`src/rtl/bomberman_pkg.sv`:
```
// Shared encodings and grid geometry for the bomb engine: cell codes, game
// outcome codes, wall coordinates and the bomb slot state enumeration.
package bomberman_pkg;

    typedef enum logic [1:0] {
        SLOT_IDLE  = 2'd0,
        SLOT_ARMED = 2'd1,
        SLOT_BLAST = 2'd2
    } slotState_e;

    localparam logic [1:0] CELL_EMPTY  = 2'd0;
    localparam logic [1:0] CELL_BOMB_A = 2'd1;
    localparam logic [1:0] CELL_BOMB_B = 2'd2;
    localparam logic [1:0] CELL_BLAST  = 2'd3;

    localparam logic [1:0] GAME_RUNNING = 2'd0;
    localparam logic [1:0] GAME_A_WINS  = 2'd1;
    localparam logic [1:0] GAME_B_WINS  = 2'd2;
    localparam logic [1:0] GAME_DRAW    = 2'd3;

    localparam logic [3:0] GRID_MIN = 4'd0;
    localparam logic [3:0] GRID_MAX = 4'd9;

    // Plus-shaped footprint around (bx,by); wall cells never count as hit.
    function automatic logic inFootprint(input logic [3:0] bx, input logic [3:0] by,
                                         input logic [3:0] cx, input logic [3:0] cy);
        logic onWall;
        logic sameCol;
        logic sameRow;
        onWall  = (cx == GRID_MIN) || (cx >= GRID_MAX) || (cy == GRID_MIN) || (cy >= GRID_MAX);
        sameCol = (cx == bx) && ((cy == by) || (cy == by + 4'd1) || (cy == by - 4'd1));
        sameRow = (cy == by) && ((cx == bx + 4'd1) || (cx == bx - 4'd1));
        return !onWall && (sameCol || sameRow);
    endfunction

    function automatic logic [1:0] gameFromHealth(input logic [1:0] hA, input logic [1:0] hB);
        if (hA == 2'd0 && hB == 2'd0) return GAME_DRAW;
        if (hB == 2'd0)               return GAME_A_WINS;
        if (hA == 2'd0)               return GAME_B_WINS;
        return GAME_RUNNING;
    endfunction

endpackage

```
`src/rtl/bomb_slot.sv`:
```
// One bomb slot: IDLE/ARMED/BLAST state machine, fuse counter and the
// footprint tests against both players and the display query cell.
module bomb_slot
    import bomberman_pkg::*;
#(
    parameter int FUSE_TICKS = 3
) (
    input  logic       clk,
    input  logic       rst,
    input  logic       run,
    input  logic       tick,
    input  logic       load,
    input  logic [3:0] loadX,
    input  logic [3:0] loadY,
    input  logic [3:0] playerAx,
    input  logic [3:0] playerAy,
    input  logic [3:0] playerBx,
    input  logic [3:0] playerBy,
    input  logic [3:0] rdX,
    input  logic [3:0] rdY,
    output slotState_e state,
    output logic [3:0] posX,
    output logic [3:0] posY,
    output logic       hitA,
    output logic       hitB,
    output logic       queryBlast,
    output logic       queryArmed
);

    slotState_e stateNext;
    logic [3:0] fuse;
    logic [3:0] fuseNext;
    logic [3:0] xNext;
    logic [3:0] yNext;
    logic       blastStart;

    always_ff @(posedge clk or posedge rst) begin
        if (rst) begin
            state <= SLOT_IDLE;
            fuse  <= 4'd0;
            posX  <= 4'd0;
            posY  <= 4'd0;
        end else begin
            state <= stateNext;
            fuse  <= fuseNext;
            posX  <= xNext;
            posY  <= yNext;
        end
    end

    // run low (game decided) freezes the slot exactly where it is.
    always_comb begin
        stateNext  = state;
        fuseNext   = fuse;
        xNext      = posX;
        yNext      = posY;
        blastStart = 1'b0;
        if (run) begin
            case (state)
                SLOT_IDLE: begin
                    if (load) begin
                        stateNext = SLOT_ARMED;
                        fuseNext  = 4'(FUSE_TICKS);
                        xNext     = loadX;
                        yNext     = loadY;
                    end
                end
                SLOT_ARMED: begin
                    if (tick) begin
                        if (fuse <= 4'd1) begin
                            stateNext  = SLOT_BLAST;
                            fuseNext   = 4'd0;
                            blastStart = 1'b1;
                        end else begin
                            fuseNext = fuse - 4'd1;
                        end
                    end
                end
                SLOT_BLAST: begin
                    if (tick) stateNext = SLOT_IDLE;
                end
                default: stateNext = SLOT_IDLE;
            endcase
        end
    end

    assign hitA       = blastStart && inFootprint(posX, posY, playerAx, playerAy);
    assign hitB       = blastStart && inFootprint(posX, posY, playerBx, playerBy);
    assign queryBlast = (state == SLOT_BLAST) && inFootprint(posX, posY, rdX, rdY);
    assign queryArmed = (state == SLOT_ARMED) && (posX == rdX) && (posY == rdY);

endmodule

```
`src/rtl/bomb_engine.sv`:
```
// Two-player bomb engine: placement arbitration, health bookkeeping, game
// outcome and the display cell query over the two bomb slots.
module bomb_engine
    import bomberman_pkg::*;
#(
    parameter int FUSE_TICKS  = 3,
    parameter int HEALTH_INIT = 3
) (
    input  logic       clk,
    input  logic       rst,
    input  logic       bomb_tick,
    input  logic       place_valid,
    input  logic       place_player,
    input  logic [3:0] place_x,
    input  logic [3:0] place_y,
    input  logic [3:0] playerAx,
    input  logic [3:0] playerAy,
    input  logic [3:0] playerBx,
    input  logic [3:0] playerBy,
    input  logic [3:0] rd_x,
    input  logic [3:0] rd_y,
    output logic       place_ack,
    output logic [1:0] rd_cell,
    output logic [1:0] healthA,
    output logic [1:0] healthB,
    output logic [1:0] game_state
);

    slotState_e st0, st1;
    logic [3:0] x0, y0, x1, y1;
    logic       hitA0, hitB0, hitA1, hitB1;
    logic       qBlast0, qArmed0, qBlast1, qArmed1;
    logic       running, inGrid, ownerIdle, otherArmedHere, accept;

    // Handshake: place_valid is a one-cycle request with no backpressure.
    // place_ack pulses on the cycle after an accepted request (the cycle the
    // slot first reads ARMED); a rejected request is simply dropped.
    assign running        = (game_state == GAME_RUNNING);
    assign inGrid         = (place_x > GRID_MIN) && (place_x < GRID_MAX) &&
                            (place_y > GRID_MIN) && (place_y < GRID_MAX);
    assign ownerIdle      = place_player ? (st1 == SLOT_IDLE) : (st0 == SLOT_IDLE);
    assign otherArmedHere = place_player
                          ? ((st0 == SLOT_ARMED) && (x0 == place_x) && (y0 == place_y))
                          : ((st1 == SLOT_ARMED) && (x1 == place_x) && (y1 == place_y));
    assign accept         = place_valid && running && ownerIdle && inGrid && !otherArmedHere;

    bomb_slot #(.FUSE_TICKS(FUSE_TICKS)) slotA (
        .clk(clk), .rst(rst), .run(running), .tick(bomb_tick),
        .load(accept && !place_player), .loadX(place_x), .loadY(place_y),
        .playerAx(playerAx), .playerAy(playerAy), .playerBx(playerBx), .playerBy(playerBy),
        .rdX(rd_x), .rdY(rd_y),
        .state(st0), .posX(x0), .posY(y0), .hitA(hitA0), .hitB(hitB0),
        .queryBlast(qBlast0), .queryArmed(qArmed0)
    );

    bomb_slot #(.FUSE_TICKS(FUSE_TICKS)) slotB (
        .clk(clk), .rst(rst), .run(running), .tick(bomb_tick),
        .load(accept && place_player), .loadX(place_x), .loadY(place_y),
        .playerAx(playerAx), .playerAy(playerAy), .playerBx(playerBx), .playerBy(playerBy),
        .rdX(rd_x), .rdY(rd_y),
        .state(st1), .posX(x1), .posY(y1), .hitA(hitA1), .hitB(hitB1),
        .queryBlast(qBlast1), .queryArmed(qArmed1)
    );

    // Simultaneous blasts OR together so a player loses at most one point.
    always_ff @(posedge clk or posedge rst) begin
        if (rst) begin
            healthA    <= 2'(HEALTH_INIT);
            healthB    <= 2'(HEALTH_INIT);
            game_state <= GAME_RUNNING;
            place_ack  <= 1'b0;
        end else begin
            place_ack <= accept;
            if ((hitA0 || hitA1) && healthA != 2'd0) healthA <= healthA - 2'd1;
            if ((hitB0 || hitB1) && healthB != 2'd0) healthB <= healthB - 2'd1;
            if (running) game_state <= gameFromHealth(healthA, healthB);
        end
    end

    always_comb begin
        rd_cell = CELL_EMPTY;
        if (qBlast0 || qBlast1) rd_cell = CELL_BLAST;
        else if (qArmed0)       rd_cell = CELL_BOMB_A;
        else if (qArmed1)       rd_cell = CELL_BOMB_B;
    end

endmodule

```
`config.mk`:
```
export PLATFORM = sky130hd
export DESIGN_NAME = bomb_engine
export DESIGN_NICKNAME = d
export VERILOG_FILES = /design/src/rtl/bomberman_pkg.sv /design/src/rtl/bomb_slot.sv /design/src/rtl/bomb_engine.sv
export SDC_FILE = /design/constraint.sdc
export NUM_CORES = 1
export LEC_CHECK = 0
export BUFFER_PORTS_ARGS = -buffer_cell sky130_fd_sc_hd__buf_2
export CORE_MARGIN = 3
export CORE_UTILIZATION = 29
export CTS_BUF_LIST = sky130_fd_sc_hd__clkbuf_8 sky130_fd_sc_hd__clkbuf_16
export CTS_CLUSTER_SIZE = 24
export DETAILED_ROUTE_END_ITERATION = 8
export PLACE_DENSITY = 0.46
export SKIP_LAST_GASP = 1
export SLEW_MARGIN = 20
export SYNTH_ARGS = -nofsm -noshare
export SYNTH_HDL_FRONTEND = slang
export SYNTH_SLANG_ARGS = --single-unit
```
`constraint.sdc`:
```
create_clock -name clk -period 3 [get_ports clk]
set_input_delay 0.45 -clock clk [delete_from_list [all_inputs] [get_ports clk]]
set_output_delay 0.45 -clock clk [all_outputs]
set_load 0.03 [all_outputs]
```
[Word-level counts from Yosys, hierarchy flattened]
Index checks and enable logic that the tools add are counted.
Storage, ports and cells
  word-level logic and storage cells: 243
  flip-flop bits (word level): 35
  bits of input ports: 37
  output and inout port bits: 9
Cells by class
  $add $sub $neg: 12
  reduce and logical (&&, ||, !) cells: 106
  order comparisons: 12
  equality and inequality tests: 56
  mux-type cells: 45
Operator list (count)
  $eq A4 B4 Y1: 44
  $logic_and A1 B1 Y1: 44
  $logic_or A1 B1 Y1: 36
  $mux W2: 16
  $ge A4 B4 Y1 const B: 6
  $logic_not A4 Y1: 6
  $mux W4: 6
  $sub A4 B1 Y4 const B: 6
  $mux W1: 19
  $add A4 B1 Y4 const B: 4
  $pmux W4 S2: 2
  $pmux W2 S3: 2
  $logic_not A2 Y1: 5
  $reduce_and A5 Y1: 2
  $gt A4 B1 Y1 const B: 2
  $le A4 B1 Y1 const B: 2
  $lt A4 B4 Y1 const B: 2
  $ne A2 B1 Y1 const B: 4
  $ne A2 B2 Y1 const B: 4
  $reduce_and A4 Y1: 2
  $reduce_bool A2 Y1: 4
  $reduce_and A3 Y1: 2
  $logic_not A1 Y1: 5
  $eq A2 B1 Y1 const B: 2
  2 further kinds: 4

[Depth between registers and ports, before layout]
Gate-level depths: netlist of run 1.
  depth after elaboration: 12
  gate-level depth with buffers: 9
  mapped depth without buffers: 8

[Modules after synthesis]
Synthesis of run 1 repeated with hierarchy kept, for this count alone.
Second synthesis, totals
  cells, all modules: 466
  area, all modules: 4068.9 µm²
Modules (own cells, without submodules)
  bomb_slot at slotA: area an instance 1778.0 µm², cells an instance 200, instances 1
  bomb_slot at slotB: area an instance 1691.6 µm², cells an instance 197, instances 1
  bomb_engine: area an instance 599.3 µm², cells an instance 69, instances 1

[Worst setup path before layout of run 1]
Ideal clock, no wire load.
  path kind: flip-flop to output port
  from: register slotB.posX[0]
  to: output rd_cell[0]
  path slack: 0.306 ns
  stages on the path, launching flop included: 9
  arrival time: 2.244 ns
  required time: 2.550 ns
  cell sequence: dfrtp_1 > buf_2 > inv_1 > ha_1 > xnor2_1 > or4b_1 > a41oi_1 > o2111ai_1 > nand3_1
On the way
  longest elaborated chain between the ends: 9
  elaborated cells between the ends (all ways): 13
  classes of those cells: 2 x add/sub; 3 x eq/ne; 1 x mux; 7 x reduce/logical
RTL lines
  from (decl): line bomb_slot.sv:22  | output logic [3:0] posX,
  from (signal assigned): line bomb_slot.sv:46  | posX <= xNext;
  $add A4 B1 Y4 or $sub A4 B1 Y4 (tied branches): line bomberman_pkg.sv:32  | sameRow = (cy == by) && ((cx == bx + 4'd1) || (cx == bx - 4'd1));
  $eq A4 B4 Y1: line bomberman_pkg.sv:32
  $logic_or A1 B1 Y1: line bomberman_pkg.sv:32
  $logic_and A1 B1 Y1: line bomberman_pkg.sv:32
  $logic_or A1 B1 Y1 *: line bomberman_pkg.sv:33  | return !onWall && (sameCol || sameRow);
  $logic_and A1 B1 Y1 *: line bomberman_pkg.sv:33
  $logic_and A1 B1 Y1 *: line bomb_slot.sv:89  | assign queryBlast = (state == SLOT_BLAST) && inFootprint(posX, posY, rdX, rdY);
  $logic_or A1 B1 Y1 *: line bomb_engine.sv:82  | if (qBlast0 || qBlast1) rd_cell = CELL_BLAST;
  $mux W2 *: line bomb_engine.sv:82
  to (decl): line bomb_engine.sv:23  | output logic [1:0] rd_cell,
Every way passes the cells marked *; elsewhere a longest branch is shown, timed or not.

[Worst setup path in the final report of run 1]
Same ends and word-level chain as after synthesis.

==> results.py, run 1 <==
metrics = {
    "run_status": {
        "status": "finished, final reports clean",
    },
    "synthesis": {
        "ys_types": 64,
        "syn-cell-area_mm2": 0.00396,
        "synth-xor-area-share_pct": 31.8,
        "synth_fa_ha_area_share_pct": 4.74,
        "yosys_warnings": 0,
        "synth_compound_area_share_pct": 13.2,
        "synth-seq-area-share_pct": 22.3,
        "ys.flop_type": "dfrtp_1",
        "synth_top_family_by_area": "XOR/XNOR gates",
        "syn_area_per_cell_um2": 8.89,
        "synth-async-reset-ratio_pct": 100,
        "synthSimpleGateAreaFrac_pct": 17.5,
        "synth_cells": 445,
        "yosys_register_bits": 35,
        "synth_mux_area_share_pct": 4.93,
        "synth_edf_count": 0,
        "synth_nets": 497,
    },
    "worst_setup_path": {
        "reg2reg_slack_ps": 500,
        "endpoint_kind": "primary output",
        "cp.arrival_ps": 2450,
        "ff2ff_path_depth": 5,
        "r2r_end": "slotA.posX[3]",
        "critPathRequiredTime_ps": 2550,
        "path_max_fanout": 4,
        "r2r_start": "game_state[0]",
        "critPathLaunchType": "flop",
        "crit_type": "flop to primary output",
    },
    "finish": {
        "syn2layout_area_growth_pct": 15.8,
        "diodes": 0,
        "final_cell_mix": "xnor2_1, xor2_1, buf_2",
        "fin_util_pct": 34.5,
        "final_area_mm2": 0.00458,
        "layout.cells.non_filler": 659,
        "drive_gt1_share_pct": 22.8,
        "final_common_cell": "xnor2_1",
        "final_nets": 534,
    },
    "placed_design": {
        "place.gp.congestion": 0.882,
        "io_buffers": 45,
        "dp.cells": 651,
        "place_area_mm2": 0.00436,
        "place.detailed.hpwl_mm": 9.01,
        "preCtsSetupSlack_ps": 190,
    },
    "sta": {
        "fmax_ghz": 0.345,
        "setup_viol": 0,
        "drv_slew": 0,
        "worst_slew_pin_slew_ps": 887,
        "fin_worst_skew_ps": 7.03,
        "period_share_pct": 96.6,
        "setup_slack_ps": 103,
        "relSlewSlack_pct": 40.6,
        "rsz0062_at_grt": "true",
        "period_needed_ps": 2900,
        "finalHoldViolations": 0,
    },
    "drt": {
        "drc": 0,
        "met3_length_um": 284,
        "first_pass_iters": 6,
        "topRoutingLayerUsed": "met4",
        "avgRoutedWirePerCell_um": 16.9,
        "viasPerCell": 4.90,
        "routed_wl_mm": 11.1,
        "num_vias": 3226,
        "wl_met1_mm": 5.57,
        "antenna_left": 0,
        "drtIter0Drc": 249,
        "wl_met2_mm": 5.18,
    },
    "power_and_ir_drop": {
        "internal-power_mw": 2.44,
        "power.leakage_nw": 1.88,
        "ir_drop_mv": 0.353,
        "p_sw_mw": 2.31,
        "seqPwrFrac_pct": 22.2,
        "clockPowerShare_pct": 10.4,
        "p_per_area_mw_per_mm2": 1030,
        "p_comb_share_pct": 67.4,
        "p_sw_share_pct": 48.7,
    },
    "cts": {
        "cts_tree": "done",
        "cts.path.max_buffers": 2,
        "cts.reportedPaths.clkPinSlew_ps": 60,
        "htreeDepth": 2,
        "clockRootBuffer": "clkbuf_16",
        "postCtsSetupRepairBufs": 0,
        "clkSinkCount": 35,
        "insertion_delay_ps": 270,
        "cts_buffers": 5,
    },
    "global_routing": {
        "antenna_found_initial": 0,
        "grt_pass1_wl_mm": 17.7,
        "overflow": 0,
        "grt_usage_pct": 15.0,
        "grt_pass1_vias": 3266,
        "grt_max_degree": 36,
    },
    "floorplan": {
        "coreArea_mm2": 0.0133,
        "die_w_um": 123,
        "dieArea_mm2": 0.0151,
        "initial_core_util_pct": 29.8,
        "die_h_um": 123,
        "num_rows": 42,
        "io_pins": 46,
    },
    "hold_path": {
        "hold_class": "input port to async pin",
    },
    "job": {
        "cap_violations": 0,
    },
}
## layer usage
metal | up-vias | track usage [%]
met5 | - | 0
met4 | 0 | 2.10
met3 | 6 | 1.84
met2 | 45 | 24.1
met1 | 1547 | 21.9
li1 | 1628 | -
## power groups by stage
stage	Sequential [mW]	Clock (mW)	Combinational [mW]
finish	1.05	0.492	3.20
global route	1.10	0.530	3.53
CTS	1.05	0.510	3.11
detailed placement	1.06	0	3.08
global placement	1.06	0	3.09
floorplan	0.889	0	2.55
## state kept, by name (all words and copies together) (netlist names), 4 cells and up
register    count
slotA.fuse      4
slotA.posX      4
slotA.posY      4
slotB.fuse      4
slotB.posX      4
slotB.posY      4
## critical path, cell delays in order (launching register included)
cell       delay [ps]
dfrtp_1           390
inv_1              80
ha_2              310
xnor2_1           180
or4b_4            550
a41oi_4           180
o2111ai_2         190
nand3_1           130
buf_4             160
## layout make-up
| cell class | instances | area [um2] |
|---|---|---|
| fill | 1390 | 8710 |
| multi-input combinational | 359 | 2920 |
| sequential | 35 | 885 |
| timing repair buffer | 57 | 324 |
| tap | 176 | 220 |
| clock buffer | 5 | 125 |
| inverter | 24 | 90.1 |
| clock inverter | 3 | 16.3 |
## synthesized netlist by cell type, types with 9 or more instances
cell type  instances  area (um2)
o21ai_0           16        80.1
clkbuf_1          13        48.8
a21oi_1            9        45.0
xor2_1            65         569
dfrtp_1           31         776
nor2_1            18        67.6
inv_1             24        90.1
nand3_1           17        85.1
ha_1              15         188
buf_2             11        55.1
mux2_2            12         135
xnor2_1           68         596
nand2_1           15        56.3
nor3_1            20         100
## cells by family after synthesis
| logic type | Yosys count |
|---|---|
| AND/OR/NAND/NOR | 120 |
| adder cells (fa/ha/maj) | 15 |
| AO/OA/AOI/OAI | 70 |
| XOR/XNOR | 137 |
| buffers and inverters | 51 |
| flip-flops | 35 |
| multiplexers | 17 |
## timing repair
| item | CTS | global route |
|---|---|---|
| hold buffers | 0 | 0 |
| pin swaps | 0 | 4 |
| resized for setup | 2 | 18 |
| endpoints found under the hold margin | 0 | 0 |
| endpoints found under the setup margin | 2 | 2 |
## through the flow
stage / total power, mW / TNS [ps] / hold WS (ps)
2_1_floorplan: 3.44 / 0 / 474
3_3_place_gp: 4.14 / 0 / 488
3_5_place_dp: 4.14 / 0 / 488
4_1_cts: 4.68 / 0 / 297
5_1_grt: 5.15 / -58.7 / 330
6_report: 4.74 / 0 / 280
## how the worst max path moves through the flow
| stage | from | to | slack [ps] |
|---|---|---|---|
| floorplan | slotB.posX[0] | rd_cell[0] | 310 |
| global placement | rd_x[2] | rd_cell[0] | 210 |
| detailed placement | rd_x[2] | rd_cell[1] | 190 |
| CTS | slotB.posX[1] | rd_cell[1] | 5 |
| global route | slotB.posX[1] | rd_cell[0] | -30 |
| finish | slotB.posX[0] | rd_cell[0] | 100 |
(Power assumes the default switching activity.)
==> run 2, diff against run 1 <==
--- a/config.mk
+++ b/config.mk
@@ -7,11 +7,11 @@
 export LEC_CHECK = 0
 export BUFFER_PORTS_ARGS = -buffer_cell sky130_fd_sc_hd__buf_2
 export CORE_MARGIN = 3
-export CORE_UTILIZATION = 29
+export CORE_UTILIZATION = 37
 export CTS_BUF_LIST = sky130_fd_sc_hd__clkbuf_8 sky130_fd_sc_hd__clkbuf_16
 export CTS_CLUSTER_SIZE = 24
 export DETAILED_ROUTE_END_ITERATION = 8
-export PLACE_DENSITY = 0.46
+export PLACE_DENSITY = 0.56
 export SKIP_LAST_GASP = 1
 export SLEW_MARGIN = 20
 export SYNTH_ARGS = -nofsm -noshare
==> results.py, run 2 (synthesis gave the netlist of run 1 again) <==
metrics = {
    "global_routing": {
        "antenna_found_initial": 0,
        "grt_max_degree": 36,
        "grt_pass1_vias": 3241,
        "grt_usage_pct": 18.3,
        "overflow": 0,
        "grt_pass1_wl_mm": 17.1,
    },
    "cts": {
        "cts_buffers": 5,
        "htreeDepth": 2,
        "insertion_delay_ps": 290,
        "cts_tree": "done",
        "cts.reportedPaths.clkPinSlew_ps": 80,
        "cts.path.max_buffers": 2,
        "clkSinkCount": 35,
        "clockRootBuffer": "clkbuf_8",
    },
    "sta": {
        "rsz0062_at_grt": "false",
        "worst_slew_pin_slew_ps": 873,
        "relSlewSlack_pct": 41.6,
        "fmax_ghz": 0.349,
        "whs_ps": 248,
        "timing.setup.tns_ps": 0,
        "period_share_pct": 95.6,
        "setup_slack_ps": 131,
        "fin_worst_skew_ps": 11.5,
        "drv_slew": 0,
        "setup_viol": 0,
        "finalHoldViolations": 0,
        "period_needed_ps": 2870,
    },
    "finish": {
        "syn2layout_area_growth_pct": 13.9,
        "final_area_mm2": 0.00451,
        "fill_cells": 1080,
        "final_common_cell": "xnor2_1",
        "final_nets": 541,
        "drive_gt1_share_pct": 23.1,
        "diodes": 0,
        "final_cell_mix": "xnor2_1, xor2_1, buf_2",
    },
    "drt": {
        "num_vias": 3346,
        "antenna_left": 0,
        "drc": 0,
        "routed_wl_mm": 10.6,
        "first_pass_iters": 5,
        "drtIter0Drc": 215,
        "viasPerCell": 5.35,
        "avgRoutedWirePerCell_um": 16.9,
    },
    "run_status": {
        "status": "finished, final reports clean",
    },
    "power_and_ir_drop": {
        "power.leakage_nw": 1.90,
        "p_per_area_mw_per_mm2": 1040,
        "ir_drop_mv": 0.385,
    },
    "worst_setup_path": {
        "cp_slowest_cell": "dfrtp_1",
        "critPathLaunchType": "flop",
        "crit_chain": "xor2_1 > or3_1 > nor2_1 > o211ai_1 > a211o_1 > nand3_1 > buf_4",
        "path_buf_inv": 1,
        "max_stage_delay_ps": 590,
        "cp.arrival_ps": 2420,
        "crit_type": "flop to primary output",
        "crit_family": "simple AND/OR/NAND/NOR gates",
        "endpoint_kind": "primary output",
        "path_max_fanout": 11,
        "critPathRequiredTime_ps": 2550,
    },
    "floorplan": {
        "io_pins": 46,
        "num_rows": 37,
        "die_w_um": 109,
        "die_h_um": 109,
        "dieArea_mm2": 0.0120,
        "coreArea_mm2": 0.0104,
        "initial_core_util_pct": 38.2,
    },
    "placed_design": {
        "place.gp.congestion": 0.902,
        "place.detailed.hpwl_mm": 8.52,
        "place_area_mm2": 0.00431,
        "io_buffers": 45,
        "preCtsSetupSlack_ps": 274,
    },
    "job": {
        "cap_violations": 0,
    },
    "hold_path": {
        "hold_class": "input port to async pin",
    },
}
## run 2: per-layer routing
metal | global-route usage, % | vias up | part of all wire, %
li1 | - | 1644 | -
met1 | 26.4 | 1597 | 48
met2 | 29.3 | 94 | 46
met3 | 2.76 | 11 | 5.7
met4 | 3.29 | 0 | 0.80
met5 | 0 | - | 0
## run 2: per-stage QoR
step                      power, mW  instances  util, %
after floorplan                3.44        445        -
after global routing           5.12        626     43.5
final                          4.70        626     43.5
after CTS                      4.60        618     42.7
after global placement         4.07        610     41.5
after detailed placement       4.11        610     41.5
## run 2: repair_timing
action                                  in CTS  in global routing
hold buffers                                 0                  0
buffers inserted                             0                  8
gates resized for setup                      3                  8
endpoints found under the setup margin       2                  2
## run 2: where the power goes
| part | total, mW | switching, mW | internal [mW] |
|---|---|---|---|
| logic | 3.21 | 1.73 | 1.48 |
| registers | 1.04 | 0.354 | 0.684 |
| clock network | 0.455 | 0.186 | 0.269 |
## run 2: final cells by class
| cell class | count | area (um2) | share of cell area [%] |
|---|---|---|---|
| Inverter | 24 | 90.1 | 2.00 |
| Multi-Input combinational cell | 359 | 2870 | 63.7 |
| Clock inverter | 2 | 35.0 | 0.777 |
| Tap cell | 136 | 170 | 3.77 |
| Clock buffer | 6 | 82.6 | 1.83 |
| Timing Repair Buffer | 64 | 373 | 8.27 |
| Sequential cell | 35 | 885 | 19.6 |
## run 2: path summary, 6_finish.rpt
path                                     from             end  slack (ps)  cells after the start
worst max-delay path            slotA.posY[2]      rd_cell[0]         130                      7
worst min-delay path                      rst       place_ack         250                      3
worst max register to register  game_state[1]   slotA.posY[3]         560                      5
worst min register to register     healthA[1]      healthA[1]         500                      2
max in group asynchronous                 rst   slotB.posX[1]        2380                      3
min in group clk                 place_player  slotA.state[0]         470                      2
## run 2: worst reg2reg max path, delay by kind of cell, from the launching register on
kind / cells / cell delay [ps]
compound gates: 2 / 400
simple gates: 2 / 1040
mux: 1 / 410
flops: 1 / 480
